## config.mk

```make
export PLATFORM = sky130hd
export DESIGN_NAME = bip2_control_unit
export DESIGN_NICKNAME = d
export VERILOG_FILES = /design/src/rtl/bip2_pkg.sv /design/src/rtl/bip2_branch_eval.sv /design/src/rtl/bip2_control_unit.sv
export SDC_FILE = /design/constraint.sdc
export NUM_CORES = 1
export LEC_CHECK = 0
export CORE_UTILIZATION = 47
export DETAILED_ROUTE_END_ITERATION = 10
export PLACE_DENSITY = 0.89
export SYNTH_ARGS = -nofsm -noshare
export SYNTH_HDL_FRONTEND = slang
export SYNTH_HIERARCHICAL = 1
export SYNTH_SLANG_ARGS = --single-unit
```

## constraint.sdc

```tcl
create_clock -name clk_i -period 5.5 [get_ports clk_i]
set_input_delay 0.825 -clock clk_i [delete_from_list [all_inputs] [get_ports clk_i]]
set_output_delay 0.825 -clock clk_i [all_outputs]
set_load 0.005 [all_outputs]
```

## src/rtl/bip2_pkg.sv

```systemverilog
// Shared definitions for the BIP-II control path: widths, opcodes,
// accumulator-mux encodings and the multi-cycle FSM state encoding.
package bip2_pkg;

  localparam int DATA_W  = 11;
  localparam int OPC_W   = 5;
  localparam int INSTR_W = OPC_W + DATA_W;

  localparam logic [OPC_W-1:0] OPC_HLT  = 5'b00000;
  localparam logic [OPC_W-1:0] OPC_STO  = 5'b00001;
  localparam logic [OPC_W-1:0] OPC_LD   = 5'b00010;
  localparam logic [OPC_W-1:0] OPC_LDI  = 5'b00011;
  localparam logic [OPC_W-1:0] OPC_ADD  = 5'b00100;
  localparam logic [OPC_W-1:0] OPC_ADDI = 5'b00101;
  localparam logic [OPC_W-1:0] OPC_SUB  = 5'b00110;
  localparam logic [OPC_W-1:0] OPC_SUBI = 5'b00111;
  localparam logic [OPC_W-1:0] OPC_BEQ  = 5'b01000;
  localparam logic [OPC_W-1:0] OPC_BNE  = 5'b01001;
  localparam logic [OPC_W-1:0] OPC_BGT  = 5'b01010;
  localparam logic [OPC_W-1:0] OPC_BGE  = 5'b01011;
  localparam logic [OPC_W-1:0] OPC_BLT  = 5'b01100;
  localparam logic [OPC_W-1:0] OPC_BLE  = 5'b01101;
  localparam logic [OPC_W-1:0] OPC_JMP  = 5'b01110;

  localparam logic [1:0] SEL_MEM = 2'b00;
  localparam logic [1:0] SEL_EXT = 2'b01;
  localparam logic [1:0] SEL_ULA = 2'b10;

  typedef enum logic [2:0] {
    ST_FETCH   = 3'd0,
    ST_LOAD_IR = 3'd1,
    ST_EXEC    = 3'd2,
    ST_WB      = 3'd3,
    ST_HALT    = 3'd4
  } state_t;

  function automatic logic writes_acc(input logic [OPC_W-1:0] opc);
    return (opc >= OPC_LD) && (opc <= OPC_SUBI);
  endfunction

  function automatic logic reads_dmem(input logic [OPC_W-1:0] opc);
    return (opc == OPC_LD) || (opc == OPC_ADD) || (opc == OPC_SUB);
  endfunction

  function automatic logic is_illegal(input logic [OPC_W-1:0] opc);
    return opc > OPC_JMP;
  endfunction

endpackage

```

## src/rtl/bip2_branch_eval.sv

```systemverilog
// Branch condition evaluation from opcode and status flags. Purely
// combinational; non-branch opcodes never report taken.
module bip2_branch_eval
  import bip2_pkg::*;
(
  input  logic [OPC_W-1:0] opcode,
  input  logic             z,
  input  logic             n,
  output logic             taken
);

  always_comb begin
    taken = 1'b0;
    case (opcode)
      OPC_BEQ: taken = z;
      OPC_BNE: taken = ~z;
      OPC_BGT: taken = ~z & ~n;
      OPC_BGE: taken = ~n;
      OPC_BLT: taken = n;
      OPC_BLE: taken = n | z;
      OPC_JMP: taken = 1'b1;
      default: taken = 1'b0;
    endcase
  end

endmodule

```

## src/rtl/bip2_control_unit.sv

```systemverilog
// BIP-II multi-cycle control unit: FETCH -> LOAD_IR -> EXEC -> WB, owning PC
// and IR and driving the accumulator mux, ALU controls and memory strobes.
module bip2_control_unit #(
  parameter int DATA_W = bip2_pkg::DATA_W,
  parameter int OPC_W  = bip2_pkg::OPC_W
) (
  input  logic                    clk_i,
  input  logic                    rst_n_i,
  input  logic                    en_i,
  input  logic [OPC_W+DATA_W-1:0] instr_i,
  input  logic                    z_i,
  input  logic                    n_i,
  output logic [DATA_W-1:0]       imem_addr_o,
  output logic [DATA_W-1:0]       dmem_addr_o,
  output logic                    dmem_rd_o,
  output logic                    dmem_wr_o,
  output logic [DATA_W-1:0]       ext_o,
  output logic [1:0]              SelA_o,
  output logic                    SelB_o,
  output logic                    op_o,
  output logic                    wr_acc_o,
  output logic                    halted_o,
  output logic                    illegal_o,
  output logic [2:0]              state_dbg_o
);
  import bip2_pkg::*;

  // en_i is an advance qualifier, not a handshake: a state only moves, and a
  // strobe is only asserted, in a cycle where en_i is high; otherwise all hold.

  state_t                    state_q, state_d;
  logic [DATA_W-1:0]         pc_q, pc_d;
  logic [OPC_W+DATA_W-1:0]   ir_q;
  logic [OPC_W-1:0]          opc;
  logic                      ir_load;
  logic                      pc_update;
  logic                      taken;
  logic [1:0]                sel_a_dec;
  logic                      sel_b_dec;
  logic                      op_dec;

  assign opc         = ir_q[OPC_W+DATA_W-1 -: OPC_W];
  assign imem_addr_o = pc_q;
  assign dmem_addr_o = ir_q[DATA_W-1:0];
  assign ext_o       = ir_q[DATA_W-1:0];
  assign state_dbg_o = state_q;

  bip2_branch_eval u_branch_eval (
    .opcode (opc),
    .z      (z_i),
    .n      (n_i),
    .taken  (taken)
  );

  // Datapath select decode; only presented on the outputs during EXEC/WB.
  always_comb begin
    sel_a_dec = SEL_MEM;
    sel_b_dec = 1'b0;
    op_dec    = 1'b0;
    case (opc)
      OPC_LD:   sel_a_dec = SEL_MEM;
      OPC_LDI:  sel_a_dec = SEL_EXT;
      OPC_ADD:  sel_a_dec = SEL_ULA;
      OPC_ADDI: begin sel_a_dec = SEL_ULA; sel_b_dec = 1'b1; end
      OPC_SUB:  begin sel_a_dec = SEL_ULA; op_dec = 1'b1; end
      OPC_SUBI: begin sel_a_dec = SEL_ULA; sel_b_dec = 1'b1; op_dec = 1'b1; end
      default:  sel_a_dec = SEL_MEM;
    endcase
  end

  always_ff @(posedge clk_i or negedge rst_n_i) begin
    if (!rst_n_i) state_q <= ST_FETCH;
    else          state_q <= state_d;
  end

  always_comb begin
    state_d   = state_q;
    ir_load   = 1'b0;
    pc_update = 1'b0;
    dmem_rd_o = 1'b0;
    dmem_wr_o = 1'b0;
    wr_acc_o  = 1'b0;
    illegal_o = 1'b0;
    halted_o  = 1'b0;
    SelA_o    = SEL_MEM;
    SelB_o    = 1'b0;
    op_o      = 1'b0;
    case (state_q)
      ST_FETCH: begin
        if (en_i) state_d = ST_LOAD_IR;
      end
      ST_LOAD_IR: begin
        if (en_i) begin
          ir_load = 1'b1;
          state_d = ST_EXEC;
        end
      end
      ST_EXEC: begin
        SelA_o = sel_a_dec;
        SelB_o = sel_b_dec;
        op_o   = op_dec;
        if (en_i) begin
          dmem_rd_o = reads_dmem(opc);
          dmem_wr_o = (opc == OPC_STO);
          state_d   = (opc == OPC_HLT) ? ST_HALT : ST_WB;
        end
      end
      ST_WB: begin
        SelA_o = sel_a_dec;
        SelB_o = sel_b_dec;
        op_o   = op_dec;
        if (en_i) begin
          wr_acc_o  = writes_acc(opc);
          illegal_o = is_illegal(opc);
          pc_update = 1'b1;
          state_d   = ST_FETCH;
        end
      end
      ST_HALT: begin
        halted_o = 1'b1;
      end
      default: state_d = ST_FETCH;
    endcase
  end

  // PC wraps naturally at 2^DATA_W.
  assign pc_d = taken ? ir_q[DATA_W-1:0] : pc_q + DATA_W'(1);

  always_ff @(posedge clk_i or negedge rst_n_i) begin
    if (!rst_n_i) begin
      pc_q <= '0;
      ir_q <= '0;
    end else begin
      if (pc_update) pc_q <= pc_d;
      if (ir_load)   ir_q <= instr_i;
    end
  end

endmodule

```

==> out/results.tsv <==
stage	metric	value	unit
sta	fin_crit_sh	66.2	%
logic_synthesis	synth_warnings	6	
run	cap_violations	0	
routing	avgRoutedWirePerCell	13.5	µm
routing	drc	0	
placed_design	placed_cells	262	
sta	slew_headroom	29.6	%
critical_path	endpoint_kind	output port	
sta	skew	3.26	ps
placed_design	post-place-ws	1900	ps
logic_synthesis	synth-seq-cells	30	
critical_path	critical-path-slowest-cell	nand4b_1	
clock_tree	cts_htree_levels	2	
sta	period_minus_slack	3640	ps
routing	vias	1458	
cells_and_area	drive_gt1_share	11.2	%
clock_tree	clkLatencyLatePin	280	ps
logic_synthesis	yosysSeqAreaShare	42.6	%
logic_synthesis	synth_most_common_cell	dfrtp_1	
routing	vias_per_cell	5.42	
logic_synthesis	synth_edf_count	0	
global_route	grt_antenna_before_repair	0	
sta	hold_violations	0	
sta	slew_violations	0	
floorplanning	die_w	63.3	µm
critical_path	cp_data_required_time	4680	ps
critical_path	critPathLaunchType	input pin	
logic_synthesis	synth_top_area_share	42.6	%
cells_and_area	area_delta_synth_final	33.0	%
global_route	grt_pass1_wl	6050	µm
clock_tree	post_cts_buffers	0	
routing	drtPass1Iterations	4	
clock_tree	cts-root-buf	clkbuf_8	
cells_and_area	final_area	2350	µm²
logic_synthesis	yosys.area_share.simple	17.1	%
clock_tree	postCtsHoldBufs	0	
hold_path	worstHoldPathType	flip-flop to flip-flop	
critical_path	cp_common_cell	clkdlybuf4s50_1	
routing	antenna_left	0	
routing	first_iter_violations	73	
global_route	grt_max_degree	31	
critical_path	critical_path.cell_chain	clkdlybuf4s50_1 -> nand4b_1 -> nor2_1 -> clkdlybuf4s50_1	
critical_path	path_max_fanout	17	
placed_design	place_hpwl	2510	µm
sta	totalNegativeSetupSlack	0	ps
logic_synthesis	synth_fp_nets	202	
logic_synthesis	syn_area	1760	µm²
floorplanning	die_area	4000	µm²
logic_synthesis	synth_compound_area_share	14.0	%
logic_synthesis	synth-xor-area-share	0.496	%
critical_path	path_delay_family	buffers and inverters	
critical_path	path_buf_inv	2	
logic_synthesis	synthMuxAreaShare	11.3	%
critical_path	arrival	2820	ps
sta	fmax	0.274	GHz
floorplanning	fp-row-count	21	
critical_path	cp_slowest_stage_delay	600	ps
cells_and_area	fin_cells	269	
logic_synthesis	synth_top_cell_by_area	dfrtp_1	
logic_synthesis	syn_inst	180	
cells_and_area	nNetsFinal	245	
critical_path	worstSetupPathType	input pin to output port	
clock_tree	cts_tree	yes	
clock_tree	clock_path_buffers	2	
sta	rsz0062_at_grt	no	
cells_and_area	final.fill_count	302	
placed_design	placed_cell_area	2270	µm²
logic_synthesis	synth-adder-area-share	0.709	%
floorplanning	core	3470	µm²
logic_synthesis	synth_top_family_by_area	simple AND/OR/NAND/NOR gates	
clock_tree	cts_made_buffers	5	
pwr	irDropWorstVdd	0.267	mV
logic_synthesis	synth.area.top_cells	dfrtp_1 (43%), buf_4 (10%), mux2_2 (10%)	
cells_and_area	utilization	67.6	%
logic_synthesis	synthTopCellsByCount	dfrtp_1 (30), buf_4 (24), mux2_2 (16)	
logic_synthesis	async_flop_share	100	%
placed_design	io_buffers	65	
global_route	gr-usage-all-layers	19.6	%
logic_synthesis	ys_types	41	
clock_tree	cts.sinks	30	
floorplanning	start_util	50.9	%
pwr	total_power	1.22	mW
sta	hold_slack	553	ps
clock_tree	cts.clk_slew.worst_paths	60	ps
logic_synthesis	ys.flop_type	dfrtp_1	
pwr	leakage	0.914	nW
floorplanning	io-pin-count	66	
clock_tree	cts_resized	0	
sta	setup_viol	0	
global_route	overflow	0	
floorplanning	die_h	63.3	µm
routing	wl	3640	µm
outcome	run_status	completed	
logic_synthesis	syn_area_per_cell	9.80	µm²
cells_and_area	diodes	0	
sta	worst_pin_slew	1060	ps
sta	setup_slack	1860	ps
pwr	p_per_area	519	nW/µm²
global_route	grt_pass1_vias	1333	
placed_design	gp_congestion	0.806	
==> area by class of cell <==
cell class / instances / area [µm²] / share of cell area [%]
flip-flops and latches: 30 / 751 / 32.0
repair buffers: 66 / 658 / 28.1
inverters: 8 / 30.0 / 1.28
multi-input cells: 112 / 773 / 33.0
well taps: 46 / 57.6 / 2.45
clock buffers: 7 / 76.3 / 3.25
==> layer usage <==
metal | vias to the layer above | GRT usage [%] | routed length, µm
met3 | 7 | 4.53 | 208
met5 | - | 0 | 0
met2 | 54 | 32.7 | 1770
met1 | 690 | 23.9 | 1600
met4 | 0 | 9.09 | 54
li1 | 707 | - | -
==> cell families after synthesis <==
family	Yosys count
AOI/OAI and AO/OA	39
xor gates and xnor gates	1
adders and majority gates	1
buffers and inverters	38
DFF	30
muxes	18
and+or+nand+nor	53
==> power by group <==
part	switching (mW)	internal [mW]	leakage, nW
sequential	0.140	0.324	0.358
clock	0.0736	0.0868	0.0383
combinational	0.218	0.376	0.518
total	0.432	0.787	0.914
==> final timing paths <==
path,cells after the start,start,endpoint,slack (ps)
setup / recovery,4,en_i,wr_acc_o,1860
min in group asynchronous,2,rst_n_i,imem_addr_o[7]$_DFFE_PN0P_,940
setup reg to reg,6,ir_q[12]$_DFFE_PN0P_,imem_addr_o[9]$_DFFE_PN0P_,2970
max in group asynchronous,2,rst_n_i,ir_q[5]$_DFFE_PN0P_,4280
hold reg to reg,2,ir_q[0]$_DFFE_PN0P_,imem_addr_o[0]$_DFFE_PN0P_,550
hold / removal,2,ir_q[0]$_DFFE_PN0P_,imem_addr_o[0]$_DFFE_PN0P_,550
==> state kept, by name, indices dropped and copies added (netlist names) <==
name / flops
ir_q: 16
imem_addr_o: 11
state_dbg_o: 3
==> placed cells by master (no fill, tap or decap), types with 2 or more instances in the layout <==
cell and count:
o21bai_1 2, nand3b_1 2, mux2_2 16, nor4_1 4, nor2_1 8, dfrtp_1 30
nand3_1 5, clkdlybuf4s50_1 65, and3_1 3, and2_1 2, nor4b_1 2, nor3_1 8
a21oi_1 10, nor3b_1 2, a31oi_1 2, o21ai_0 11, clkbuf_1 2, o2bb2ai_1 2
mux2i_1 2, clkbuf_8 5, inv_1 8, nand2b_1 2, a22oi_1 2, nand2_1 9
a211o_1 2
==> tightest hold or removal path: stages (launching register included) <==
cell and delay [ps]:
dfrtp_1 380, nand3_1 80, nand2_1 60
Power figures use the tool's default switching activity.
